File: src/rtl/mem_arb_pkg.sv
// Shared types and constants for the two-port data-memory arbiter.
package mem_arb_pkg;
  localparam int DEF_AW = 5;
  localparam int DEF_DW = 32;

  localparam logic PORT_LS  = 1'b0;
  localparam logic PORT_DBG = 1'b1;

  typedef enum logic {IDLE = 1'b0, RD_WAIT = 1'b1} arb_state_t;
endpackage

File: src/rtl/mem_port_arbiter_if.sv
// Requester, response and memory-side signals of the data-memory arbiter.
interface mem_port_arbiter_if #(
  parameter int AW = mem_arb_pkg::DEF_AW,
  parameter int DW = mem_arb_pkg::DEF_DW
);
  logic          p0_req_valid;
  logic          p0_req_we;
  logic [AW-1:0] p0_req_addr;
  logic [DW-1:0] p0_req_wdata;
  logic          p0_req_ready;
  logic          p1_req_valid;
  logic          p1_req_we;
  logic [AW-1:0] p1_req_addr;
  logic [DW-1:0] p1_req_wdata;
  logic          p1_req_ready;
  logic          rsp_valid;
  logic          rsp_id;
  logic [DW-1:0] rsp_rdata;
  logic          mem_wr_en;
  logic [AW-1:0] mem_wr_addr;
  logic [DW-1:0] mem_wr_data;
  logic          mem_rd_en;
  logic [AW-1:0] mem_rd_addr;
  logic [DW-1:0] mem_rd_data;
  logic          busy;

  modport slave (
    input  p0_req_valid, p0_req_we, p0_req_addr, p0_req_wdata,
    output p0_req_ready,
    input  p1_req_valid, p1_req_we, p1_req_addr, p1_req_wdata,
    output p1_req_ready,
    output rsp_valid, rsp_id, rsp_rdata,
    output mem_wr_en, mem_wr_addr, mem_wr_data, mem_rd_en, mem_rd_addr,
    input  mem_rd_data,
    output busy
  );

  modport master (
    output p0_req_valid, p0_req_we, p0_req_addr, p0_req_wdata,
    input  p0_req_ready,
    output p1_req_valid, p1_req_we, p1_req_addr, p1_req_wdata,
    input  p1_req_ready,
    input  rsp_valid, rsp_id, rsp_rdata,
    input  mem_wr_en, mem_wr_addr, mem_wr_data, mem_rd_en, mem_rd_addr,
    output mem_rd_data,
    input  busy
  );
endinterface

File: src/rtl/mem_port_arbiter_rr_arb2.sv
// Two-way round-robin arbiter: a lone requester always wins, a tie goes to ptr.
module rr_arb2 (
  input  logic [1:0] req,
  input  logic       en,
  input  logic       ptr,
  output logic [1:0] gnt,
  output logic       winner
);
  always_comb begin
    gnt    = 2'b00;
    winner = 1'b0;
    if (en && (req != 2'b00)) begin
      winner      = (req == 2'b11) ? ptr : req[1];
      gnt[winner] = 1'b1;
    end
  end
endmodule

File: src/rtl/mem_port_arbiter.sv
// Shares one data memory between the load/store port and the loader/debug port.
//   state   | meaning
//   IDLE    | arbitrate; write grants stay here, a read grant moves to RD_WAIT
//   RD_WAIT | memory returning read data; no grants, response registered
module mem_port_arbiter
  import mem_arb_pkg::*;
#(
  parameter int AW = DEF_AW,
  parameter int DW = DEF_DW
) (
  input logic               clk,
  input logic               rst,
  mem_port_arbiter_if.slave bus
);
  arb_state_t    state_q, state_d;
  logic          rr_ptr_q;
  logic          rd_owner_q;
  logic          rsp_valid_q;
  logic          rsp_id_q;
  logic [DW-1:0] rsp_rdata_q;
  logic [1:0]    gnt;
  logic          winner;
  logic          grant;
  logic          win_we;
  logic [AW-1:0] win_addr;
  logic [DW-1:0] win_wdata;

  // Reset gates the arbiter so no handshake completes during a reset cycle.
  rr_arb2 u_rr_arb2 (
    .req    ({bus.p1_req_valid, bus.p0_req_valid}),
    .en     ((state_q == IDLE) && !rst),
    .ptr    (rr_ptr_q),
    .gnt    (gnt),
    .winner (winner)
  );

  assign grant     = |gnt;
  assign win_we    = (winner == PORT_DBG) ? bus.p1_req_we    : bus.p0_req_we;
  assign win_addr  = (winner == PORT_DBG) ? bus.p1_req_addr  : bus.p0_req_addr;
  assign win_wdata = (winner == PORT_DBG) ? bus.p1_req_wdata : bus.p0_req_wdata;

  assign bus.p0_req_ready = gnt[PORT_LS];
  assign bus.p1_req_ready = gnt[PORT_DBG];
  assign bus.busy         = (state_q == RD_WAIT);
  assign bus.rsp_valid    = rsp_valid_q;
  assign bus.rsp_id       = rsp_id_q;
  assign bus.rsp_rdata    = rsp_rdata_q;

  always_comb begin
    state_d         = state_q;
    bus.mem_wr_en   = 1'b0;
    bus.mem_wr_addr = '0;
    bus.mem_wr_data = '0;
    bus.mem_rd_en   = 1'b0;
    bus.mem_rd_addr = '0;
    case (state_q)
      IDLE: begin
        if (grant) begin
          if (win_we) begin
            bus.mem_wr_en   = 1'b1;
            bus.mem_wr_addr = win_addr;
            bus.mem_wr_data = win_wdata;
          end else begin
            bus.mem_rd_en   = 1'b1;
            bus.mem_rd_addr = win_addr;
            state_d         = RD_WAIT;
          end
        end
      end
      RD_WAIT: state_d = IDLE;
      default: state_d = IDLE;
    endcase
  end

  always_ff @(posedge clk) begin
    if (rst) begin
      state_q     <= IDLE;
      rr_ptr_q    <= PORT_LS;
      rd_owner_q  <= PORT_LS;
      rsp_valid_q <= 1'b0;
      rsp_id_q    <= 1'b0;
      rsp_rdata_q <= '0;
    end else begin
      state_q     <= state_d;
      rsp_valid_q <= (state_q == RD_WAIT);
      if (grant) rr_ptr_q <= ~winner;
      if (bus.mem_rd_en) rd_owner_q <= winner;
      if (state_q == RD_WAIT) begin
        rsp_rdata_q <= bus.mem_rd_data;
        rsp_id_q    <= rd_owner_q;
      end
    end
  end
endmodule
File: src/flat_wrapper.sv
// flat-port wrapper written by rule: the top's interface ports become plain ports
module mem_port_arbiter_flat import mem_arb_pkg::*;
#(
  parameter int AW = DEF_AW,
  parameter int DW = DEF_DW
)
  (clk, rst, bus_p0_req_valid, bus_p0_req_we, bus_p0_req_addr, bus_p0_req_wdata, bus_p0_req_ready, bus_p1_req_valid, bus_p1_req_we, bus_p1_req_addr, bus_p1_req_wdata, bus_p1_req_ready, bus_rsp_valid, bus_rsp_id, bus_rsp_rdata, bus_mem_wr_en, bus_mem_wr_addr, bus_mem_wr_data, bus_mem_rd_en, bus_mem_rd_addr, bus_mem_rd_data, bus_busy);
  mem_port_arbiter_if #(.AW(AW), .DW(DW)) bus_i ();
  input logic clk;
  input logic rst;
  input wire logic [$bits(bus_i.p0_req_valid)-1:0] bus_p0_req_valid;
  input wire logic [$bits(bus_i.p0_req_we)-1:0] bus_p0_req_we;
  input wire logic [$bits(bus_i.p0_req_addr)-1:0] bus_p0_req_addr;
  input wire logic [$bits(bus_i.p0_req_wdata)-1:0] bus_p0_req_wdata;
  output wire logic [$bits(bus_i.p0_req_ready)-1:0] bus_p0_req_ready;
  input wire logic [$bits(bus_i.p1_req_valid)-1:0] bus_p1_req_valid;
  input wire logic [$bits(bus_i.p1_req_we)-1:0] bus_p1_req_we;
  input wire logic [$bits(bus_i.p1_req_addr)-1:0] bus_p1_req_addr;
  input wire logic [$bits(bus_i.p1_req_wdata)-1:0] bus_p1_req_wdata;
  output wire logic [$bits(bus_i.p1_req_ready)-1:0] bus_p1_req_ready;
  output wire logic [$bits(bus_i.rsp_valid)-1:0] bus_rsp_valid;
  output wire logic [$bits(bus_i.rsp_id)-1:0] bus_rsp_id;
  output wire logic [$bits(bus_i.rsp_rdata)-1:0] bus_rsp_rdata;
  output wire logic [$bits(bus_i.mem_wr_en)-1:0] bus_mem_wr_en;
  output wire logic [$bits(bus_i.mem_wr_addr)-1:0] bus_mem_wr_addr;
  output wire logic [$bits(bus_i.mem_wr_data)-1:0] bus_mem_wr_data;
  output wire logic [$bits(bus_i.mem_rd_en)-1:0] bus_mem_rd_en;
  output wire logic [$bits(bus_i.mem_rd_addr)-1:0] bus_mem_rd_addr;
  input wire logic [$bits(bus_i.mem_rd_data)-1:0] bus_mem_rd_data;
  output wire logic [$bits(bus_i.busy)-1:0] bus_busy;
  assign bus_i.p0_req_valid = bus_p0_req_valid;
  assign bus_i.p0_req_we = bus_p0_req_we;
  assign bus_i.p0_req_addr = bus_p0_req_addr;
  assign bus_i.p0_req_wdata = bus_p0_req_wdata;
  assign bus_p0_req_ready = bus_i.p0_req_ready;
  assign bus_i.p1_req_valid = bus_p1_req_valid;
  assign bus_i.p1_req_we = bus_p1_req_we;
  assign bus_i.p1_req_addr = bus_p1_req_addr;
  assign bus_i.p1_req_wdata = bus_p1_req_wdata;
  assign bus_p1_req_ready = bus_i.p1_req_ready;
  assign bus_rsp_valid = bus_i.rsp_valid;
  assign bus_rsp_id = bus_i.rsp_id;
  assign bus_rsp_rdata = bus_i.rsp_rdata;
  assign bus_mem_wr_en = bus_i.mem_wr_en;
  assign bus_mem_wr_addr = bus_i.mem_wr_addr;
  assign bus_mem_wr_data = bus_i.mem_wr_data;
  assign bus_mem_rd_en = bus_i.mem_rd_en;
  assign bus_mem_rd_addr = bus_i.mem_rd_addr;
  assign bus_i.mem_rd_data = bus_mem_rd_data;
  assign bus_busy = bus_i.busy;
  mem_port_arbiter #(.AW(AW), .DW(DW)) u_core (.clk(clk), .rst(rst), .bus(bus_i));
endmodule
File: config.mk
export PLATFORM = sky130hd
export DESIGN_NAME = mem_port_arbiter_flat
export DESIGN_NICKNAME = d
export VERILOG_FILES = /design/src/rtl/mem_arb_pkg.sv /design/src/rtl/mem_port_arbiter_if.sv /design/src/rtl/mem_port_arbiter_rr_arb2.sv /design/src/rtl/mem_port_arbiter.sv /design/src/flat_wrapper.sv
export SDC_FILE = /design/constraint.sdc
export NUM_CORES = 1
export LEC_CHECK = 0
export BUFFER_PORTS_ARGS = -buffer_cell sky130_fd_sc_hd__buf_2
export CORE_ASPECT_RATIO = 2
export CORE_MARGIN = 2
export CORE_UTILIZATION = 39
export DETAILED_ROUTE_END_ITERATION = 7
export HOLD_SLACK_MARGIN = 0.02
export PLACE_DENSITY = 0.81
export SETUP_SLACK_MARGIN = 0.5
export SYNTH_ARGS = -nofsm -noshare
export SYNTH_HDL_FRONTEND = slang
export SYNTH_SLANG_ARGS = --single-unit
File: constraint.sdc
create_clock -name clk -period 1.4 [get_ports clk]
set_input_delay 0.07 -clock clk [delete_from_list [all_inputs] [get_ports clk]]
set_output_delay 0.07 -clock clk [all_outputs]
set_load 0.01 [all_outputs]
==> flow_summary.ini, run 1 <==
[final_layout]
final_util_pct = 70.2
insertedDiodeCount = 0
final-seq-area_um2 = 746
fillers = 448
multi_input_area_mm2 = 0.00156
syn2layout_area_growth_pct = 72.8
final_layout_size_suffix_gt1_share_pct = 54.8
nNetsFinal = 593

[synthesis]
yosys.area_share.simple_pct = 25.3
ys_seq_area_share_pct = 31.9
synth_compound_area_share_pct = 20.4
synth_xor_area_share_pct = 0
ys_warn_count = 0
synth_mux_area_share_pct = 14.7
synth_top_family_by_area = simple AND/OR/NAND/NOR gates
synthAdderAreaFrac_pct = 0
synth-seq-cells = 37
synth_cells = 289
synth.distinct_cells = 29
mappedNetlistNets = 401
syn-cell-area_mm2 = 0.00232
avgSynthCellArea_um2 = 8.03

[worst_setup_path]
startpoint_type = flip-flop
crit_chain = or2_4, a211oi_4, buf_12, a31o_1, buf_2
cp-startpoint = u_core.bus.busy
critPathBufInv = 2
cp.required_ps = 1330
max_stage_delay_ps = 320
setup.worst_path.class = reg2out
worstPathArrival_ps = 1630
end_kind = output pin
critPathSlowestCell = dfxtp_2
cp_top_family = compound AO/OA/AOI/OAI gates
crit_fanout = 37
r2r_start = u_core.bus.busy

[floorplan]
fp.dieH_um = 113
dieArea_mm2 = 0.00662
start_util_pct = 40.7
die_w_um = 58.6
row_count = 39
fp.coreArea_mm2 = 0.00571
ios = 193

[sta]
max_freq_mhz = 587
tightestPinTransition_ps = 374
fin_skew_ps = 3.35
rsz0062_at_grt = true
maxSlewViolCount = 0
setup_slack_ps = -303
fin_crit_sh_pct = 122
fin_crit_ps = 1700
hold_viol = 0
slew_headroom_pct = 74.4
setup_viol = 45

[global_routing]
grt_max_degree = 47
globalRouteTotalUtil_pct = 23.0
grt_pass1_vias = 2782
antenna_found_initial = 0
grt_pass1_wl_mm = 12.3
grt.overflow.total = 0

[run_status]
outcome = finished, violations left
violations = setup timing

[hold_path]
hp-class = in2reg
hold_start = bus_mem_rd_data[25]

[clock_tree]
cts-buffers-inserted = 5
root_buffer = clkbuf_16
clock_latency_ps = 270
ctsLongestPathBuffers = 2
htreeDepth = 2
cts_tree = yes
path_clk_slew_ps = 60
cts.sink_count = 37

[route]
wirelength_mm = 7.92
wl_per_cell_um = 14.6
ant_nets = 0
dr.pass1.iters = 4
drt-initial-drc-count = 338
vias_per_cell = 5.48
vias = 2977
drc = 0

[power_and_ir_drop]
leakage_uw = 0.00194
p_total_uw = 3610
p_per_area_mw_per_mm2 = 901
ir_worst_vdd_v = 0.000883

[flow_run]
drv_cap = 0

[place]
hpwl_mm = 5.79
place.gp.congestion = 0.732
numPortBuffers = 192
[timing repair]
action / in CTS / in global routing
buffers inserted: 5 / 1
gates resized for setup: 28 / 9
cloned: 4 / 0
setup endpoints to repair: 83 / 84
pin swaps: 7 / 10
hold buffers: 0 / 0
[routing by layer]
layer	GRT usage (%)	routed length [um]	vias to the layer above
li1	-	-	1446
met3	4.46	804	19
met1	23.8	2770	1340
met5	0	0	-
met4	8.06	151	0
met2	43.6	4200	172
[kinds of logic (layout without fill, tap and decap cells)]
kind of cell | Yosys count | after routing
AO/OA/AOI/OAI | 58 | 58
buffers and inverters | 40 | 233
flip-flops | 37 | 37
multiplexers | 34 | 34
AND/OR/NAND/NOR | 120 | 120
[state kept, by name (all words and copies together), names as in the netlist]
register and flops:
u_core.bus.rsp_valid 1, u_core.rr_ptr_q 1, u_core.bus.busy 1, u_core.bus.rsp_rdata 32, u_core.rd_owner_q 1, u_core.bus.rsp_id 1
[where the power goes]
part           switching, uW  leakage, uW  total [uW]  internal [uW]
registers               30.4     0.000303        1140           1110
logic                    509      0.00155        1050            542
clock network            406    0.0000938        1420           1020
total                    945      0.00194        3610           2670
[path summary, 6_finish.rpt]
kind | endpoint | slack (ps) | cells after the start
worst max-delay path | bus_mem_wr_data[21] | -300 | 5
worst min-delay path | u_core.bus.rsp_rdata[25] | 30 | 3
worst max register to register | u_core.rd_owner_q | 70 | 4
worst min register to register | u_core.rd_owner_q | 480 | 2
[cell usage after synthesis]
cell type / instances / share of area (%)
mux2_2: 1 / 0.49
nor2_1: 34 / 5.5
inv_1: 3 / 0.49
a311oi_1: 2 / 0.75
buf_1: 2 / 0.32
buf_2: 17 / 3.7
or2_4: 1 / 0.38
dfxtp_1: 37 / 32
o32ai_1: 1 / 0.38
nor2b_1: 2 / 0.54
nand2b_1: 3 / 0.81
mux2i_1: 33 / 14
a21oi_1: 9 / 1.9
nand4b_1: 5 / 1.9
a31o_2: 6 / 2.3
o21ai_0: 1 / 0.22
clkbuf_1: 15 / 2.4
a31o_1: 30 / 11
o21ai_1: 1 / 0.22
buf_4: 2 / 0.65
a211oi_4: 1 / 0.86
o211ai_1: 4 / 1.3
nand2_1: 37 / 6.0
nand3_1: 1 / 0.22
nand4_1: 1 / 0.27
inv_2: 1 / 0.16
nor4_1: 36 / 9.7
a2111oi_0: 1 / 0.38
a211o_1: 2 / 0.75
[cell type report]
class / count / share of cell area [%]
tap: 61 / 1.90
clock buffer: 5 / 3.12
sequential: 37 / 18.6
multi-input combinational: 212 / 38.8
inverter: 4 / 0.374
clock inverter: 3 / 1.62
timing repair buffer: 221 / 35.6
[cells in the final DEF (no fill, tap or decap), types with 2 or more instances in the layout]
cell type | synthesis | routed
inv_1 | 3 | 3
nand4b_1 | 5 | 5
nor4_2 | 0 | 5
nand2b_1 | 3 | 2
buf_4 | 2 | 9
bufinv_16 | 0 | 2
nor4_1 | 36 | 31
a311oi_2 | 0 | 2
a21oi_2 | 0 | 5
buf_12 | 0 | 10
buf_2 | 17 | 191
buf_6 | 0 | 7
mux2i_1 | 33 | 31
a211o_1 | 2 | 2
dfxtp_1 | 37 | 35
nor2_1 | 34 | 33
o211ai_1 | 4 | 4
bufbuf_16 | 0 | 3
a21oi_4 | 0 | 3
clkbuf_16 | 0 | 5
nand2_1 | 37 | 37
a31o_1 | 30 | 30
a31o_2 | 6 | 6
mux2i_2 | 0 | 2
[worst register-to-register path, stage by stage (launching register included)]
cell       delay, ps
dfxtp_2          320
buf_4            150
bufbuf_16        270
a2111oi_0        310
o32ai_1          160
[per-stage QoR]
step           instances  setup TNS [ps]  worst slack, ps  hold slack (ps)  instance area [um2]
2_1_floorplan        289               0             32.4              217                 2450
6_report             543          -10880             -303             25.5                 4010
4_1_cts              542          -11180             -308             25.1                 3960
3_3_place_gp         525               0             6.96              303                 3490
5_1_grt              543          -13890             -361             46.1                 4010
3_5_place_dp         525            -100            -21.4              313                 3490
(Power assumes the default switching activity.)
==> run 2, diff against run 1 <==
--- a/config.mk
+++ b/config.mk
@@ -6,8 +6,6 @@
 export NUM_CORES = 1
 export LEC_CHECK = 0
 export BUFFER_PORTS_ARGS = -buffer_cell sky130_fd_sc_hd__buf_2
-export CORE_ASPECT_RATIO = 2
-export CORE_MARGIN = 2
 export CORE_UTILIZATION = 39
 export DETAILED_ROUTE_END_ITERATION = 7
 export HOLD_SLACK_MARGIN = 0.02
==> flow_summary.ini, run 2 (synthesized netlist as in run 1, its figures left out) <==
[final_layout]
insertedDiodeCount = 0
largest_reg_flops = 32
syn2layout_area_growth_pct = 71.8
final_common_cell = buf_2
final_util_pct = 71.1
final_area_mm2 = 0.00399
layout_common_cells = buf_2, nand2_1, dfxtp_1, nor2_1, mux2i_1
final_layout_size_suffix_gt1_share_pct = 55.6
nNetsFinal = 597

[place]
post-place-ws_ps = 2.51
placed_area_mm2 = 0.00348
numPortBuffers = 192
hpwl_mm = 5.65
place.gp.congestion = 0.860

[clock_tree]
path_clk_slew_ps = 70
cts_tree = yes
cts-buffers-inserted = 5
root_buffer = clkbuf_8
htreeDepth = 2
cts_hold_buf = 0
cts.sink_count = 37
clock_latency_ps = 280
ctsLongestPathBuffers = 2

[floorplan]
dieArea_mm2 = 0.00626
start_util_pct = 41.4
fp.coreArea_mm2 = 0.00561
ios = 193
die_w_um = 79.1
row_count = 27
fp.dieH_um = 79.1

[power_and_ir_drop]
leakage_uw = 0.00192
p_per_area_mw_per_mm2 = 761
p_total_uw = 3030
ir_worst_vdd_v = 0.000899

[run_status]
violations = setup timing
outcome = finished, violations left

[sta]
fin_crit_sh_pct = 126
setup_slack_ps = -360
tightestPinTransition_ps = 566
setup_viol = 45
max_freq_mhz = 568
maxSlewViolCount = 0
rsz0062_at_grt = true
fin_skew_ps = 6.59
fin_crit_ps = 1760
slew_headroom_pct = 62.3
hold_viol = 0

[worst_setup_path]
reg2reg_depth = 3
setup.worst_path.end = bus_mem_wr_data[21]
r2r_start = u_core.bus.busy
end_kind = output pin
cp-startpoint = u_core.bus.busy
setup.worst_path.class = reg2out
worstPathArrival_ps = 1690
startpoint_type = flip-flop
crit_fanout = 9
cp.required_ps = 1330
reg2reg_to = u_core.rd_owner_q
rrSetupSlack_ps = 110

[route]
drt-initial-drc-count = 154
vias_per_cell = 5.56
wl_per_cell_um = 15.5
ant_nets = 0
vias = 3104
drc = 0
dr.pass1.iters = 4
wirelength_mm = 8.66

[global_routing]
grt.overflow.total = 0
antenna_found_initial = 0
grt_max_degree = 47
globalRouteTotalUtil_pct = 24.5
grt_pass1_wl_mm = 12.5
grt_pass1_vias = 2825

[hold_path]
hp-class = in2reg

[flow_run]
drv_cap = 0
==> run 2: how the worst min path moves through the flow <==
stage,startpoint,end,depth (start not counted)
after floorplan,bus_mem_rd_data[25],u_core.bus.rsp_rdata[25],2
after global placement,bus_mem_rd_data[21],u_core.bus.rsp_rdata[21],3
after detailed placement,bus_mem_rd_data[3],u_core.bus.rsp_rdata[3],3
after CTS,bus_mem_rd_data[31],u_core.bus.rsp_rdata[31],3
after global routing,bus_mem_rd_data[3],u_core.bus.rsp_rdata[3],3
final,bus_mem_rd_data[0],u_core.bus.rsp_rdata[0],3
==> run 2: report_power, final <==
| group | total [uW] | internal [uW] | switching, uW |
|---|---|---|---|
| clock | 824 | 454 | 369 |
| sequential | 1140 | 1110 | 28.0 |
| combinational | 1070 | 539 | 533 |
==> run 2: worst max-delay path, cell delays in order, from the launching register on <==
cell	delay (ps)
dfxtp_2	330
or2_4	280
a211oi_4	190
buf_6	160
clkbuf_16	150
a31o_1	170
buf_2	150
==> run 2: through the flow <==
| step | setup TNS [ps] | hold slack (ps) | cells |
|---|---|---|---|
| global route | -14970 | 21.8 | 558 |
| global placement | 0 | 302 | 533 |
| finish | -12080 | 23.8 | 558 |
| floorplan | 0 | 217 | 289 |
| detailed placement | 0 | 312 | 533 |
| CTS | -10970 | 20.7 | 553 |
==> run 2: timing repair <==
item | 4_1_cts | 5_1_grt
setup endpoints to repair | 84 | 84
cloned | 3 | 3
resized for setup | 14 | 19
setup buffers | 9 | 2
pin swaps | 7 | 1
==> run 2: area by class of cell <==
| cell class | count | area (um2) |
|---|---|---|
| Clock buffer | 7 | 96.3 |
| Tap cell | 72 | 90.1 |
| Timing Repair Buffer | 225 | 1470 |
| Fill cell | 432 | 1620 |
| Inverter | 4 | 15.0 |
| Multi-Input combinational cell | 212 | 1560 |
| Sequential cell | 37 | 743 |
| Clock inverter | 1 | 8.76 |
==> run 2: routing by layer <==
metal / routed length, um / GRT usage, % / up-vias
li1: - / - / 1457
met1: 3320 / 27.3 / 1438
met2: 4380 / 45.1 / 187
met3: 769 / 6.44 / 22
met4: 193 / 6.91 / 0
met5: 0 / 0 / -
==> run 3, diff against run 2 <==
--- a/config.mk
+++ b/config.mk
@@ -6,10 +6,11 @@
 export NUM_CORES = 1
 export LEC_CHECK = 0
 export BUFFER_PORTS_ARGS = -buffer_cell sky130_fd_sc_hd__buf_2
-export CORE_UTILIZATION = 39
+export CORE_UTILIZATION = 40
+export CTS_BUF_LIST = sky130_fd_sc_hd__clkbuf_8
 export DETAILED_ROUTE_END_ITERATION = 7
 export HOLD_SLACK_MARGIN = 0.02
-export PLACE_DENSITY = 0.81
+export PLACE_DENSITY = 0.83
 export SETUP_SLACK_MARGIN = 0.5
 export SYNTH_ARGS = -nofsm -noshare
 export SYNTH_HDL_FRONTEND = slang
==> flow_summary.ini, run 3 (synthesized netlist as in run 1, its figures left out) <==
[hold_path]
hold_start = bus_mem_rd_data[20]
min_to = u_core.bus.rsp_rdata[20]
hp-class = in2reg
min_path_cells = 3

[route]
vias_per_cell = 5.63
dr.pass1.iters = 5
drt-initial-drc-count = 176
ant_nets = 0
wl_per_cell_um = 17.5
vias = 3319
drc = 0
wirelength_mm = 10.3

[final_layout]
nNetsFinal = 628
final_layout_size_suffix_gt1_share_pct = 56.7
insertedDiodeCount = 0
largest_reg_flops = 32
final_common_cell = buf_2
fillers = 377
final_util_pct = 77.7
syn2layout_area_growth_pct = 85.4
layout_common_cells = buf_2, nand2_1, nor2_1, a31o_1, mux2i_1

[clock_tree]
cts.sink_count = 37
path_clk_slew_ps = 80
cts_tree = yes
clock_latency_ps = 300
root_buffer = clkbuf_8
cts-buffers-inserted = 5
ctsLongestPathBuffers = 2
htreeDepth = 2

[floorplan]
fp.coreArea_mm2 = 0.00554
row_count = 27
dieArea_mm2 = 0.00611
ios = 193
start_util_pct = 41.9
die_w_um = 78.2
fp.dieH_um = 78.2

[worst_setup_path]
reg2reg_to = u_core.rd_owner_q
crit_chain = or2_4, buf_4, nor4_1, a31o_1, buf_2
end_kind = output pin
worstPathArrival_ps = 1720
max_stage_delay_ps = 350
setup.worst_path.class = reg2out
critPathSlowestCell = nor4_1
crit_fanout = 10
rrSetupSlack_ps = -10
r2r_start = u_core.bus.busy
cp.required_ps = 1330
reg2reg_depth = 6
startpoint_type = flip-flop

[global_routing]
grt_max_degree = 37
grt.overflow.total = 0
grt_pass1_wl_mm = 15.3
grt.busiest_layer = met2
grt_use_met3_pct = 6.74
met1_usage_pct = 32.7
antenna_found_initial = 0
globalRouteTotalUtil_pct = 31.7
grt_pass1_vias = 3158
met2_usage_pct = 61.3

[run_status]
outcome = finished, violations left
violations = setup timing

[flow_run]
drv_cap = 0

[sta]
slew_headroom_pct = 70.1
fin_crit_ps = 1790
whs_ps = 19.8
setup_slack_ps = -386
max_freq_mhz = 560
tightestPinTransition_ps = 445
fin_crit_sh_pct = 128
setup_viol = 47
maxSlewViolCount = 0
tns_ps = -12660
rsz0062_at_grt = true
fin_skew_ps = 14.0
hold_viol = 0

[power_and_ir_drop]
p_per_area_mw_per_mm2 = 762
ir_worst_vdd_v = 0.000893
leakage_uw = 0.00206
p_total_uw = 3280

[place]
place.gp.congestion = 0.853
hpwl_mm = 6.00
numPortBuffers = 192
## run 3: cell type report
cell class / count / area [um2] / share of cell area [%]
tap: 72 / 90.1 / 2.09
timing repair buffer: 256 / 1730 / 40.1
clock inverter: 3 / 43.8 / 1.02
inverter: 4 / 15.0 / 0.349
multi-input combinational: 212 / 1610 / 37.3
sequential: 37 / 753 / 17.5
clock buffer: 5 / 68.8 / 1.60
## run 3: power by group
group / total [uW] / leakage [uW] / internal (uW) / switching (uW)
clock: 951 / 0.0000585 / 534 / 417
sequential: 1150 / 0.000305 / 1110 / 35.0
combinational: 1180 / 0.00170 / 605 / 579
## run 3: stage by stage
stage	worst slack, ps	cells	cell area [um2]
3_5_place_dp	-38.8	538	3500
2_1_floorplan	32.4	289	2450
4_1_cts	-320	586	4180
5_1_grt	-406	589	4300
3_3_place_gp	-16.4	538	3500
6_report	-386	589	4300
## run 3: how the worst max path moves through the flow
stage	from	end	slack, ps	depth (start not counted)
after floorplan	u_core.bus.busy	bus_mem_wr_data[10]	30	4
after global placement	u_core.bus.busy	bus_mem_wr_data[6]	-20	5
after detailed placement	u_core.bus.busy	bus_mem_wr_data[28]	-40	5
after CTS	u_core.bus.busy	bus_mem_wr_data[28]	-320	5
after global routing	u_core.bus.busy	bus_mem_wr_data[14]	-410	5
final	u_core.bus.busy	bus_mem_wr_data[14]	-390	5
## run 3: repair_timing
| item | CTS | global route |
|---|---|---|
| endpoints found under the hold margin | 20 | 0 |
| hold buffers | 20 | 0 |
| cloned | 5 | 0 |
| endpoints found under the setup margin | 84 | 88 |
| buffers inserted | 15 | 3 |
| resized for setup | 25 | 23 |
| pin swaps | 5 | 5 |
## run 3: worst max-delay path, delay by kind of cell (launching register included)
family,cells,cell delay (ps)
AO/OA/AOI/OAI,1,150
AND/OR/NAND/NOR,2,650
flip-flops,1,320
buffers and inverters,2,300
## run 3: per-layer routing
layer / part of all wire, % / vias up
li1: - / 1522
met1: 35 / 1547
met2: 54 / 220
met3: 8.8 / 30
met4: 3.0 / 0
met5: 0 / -
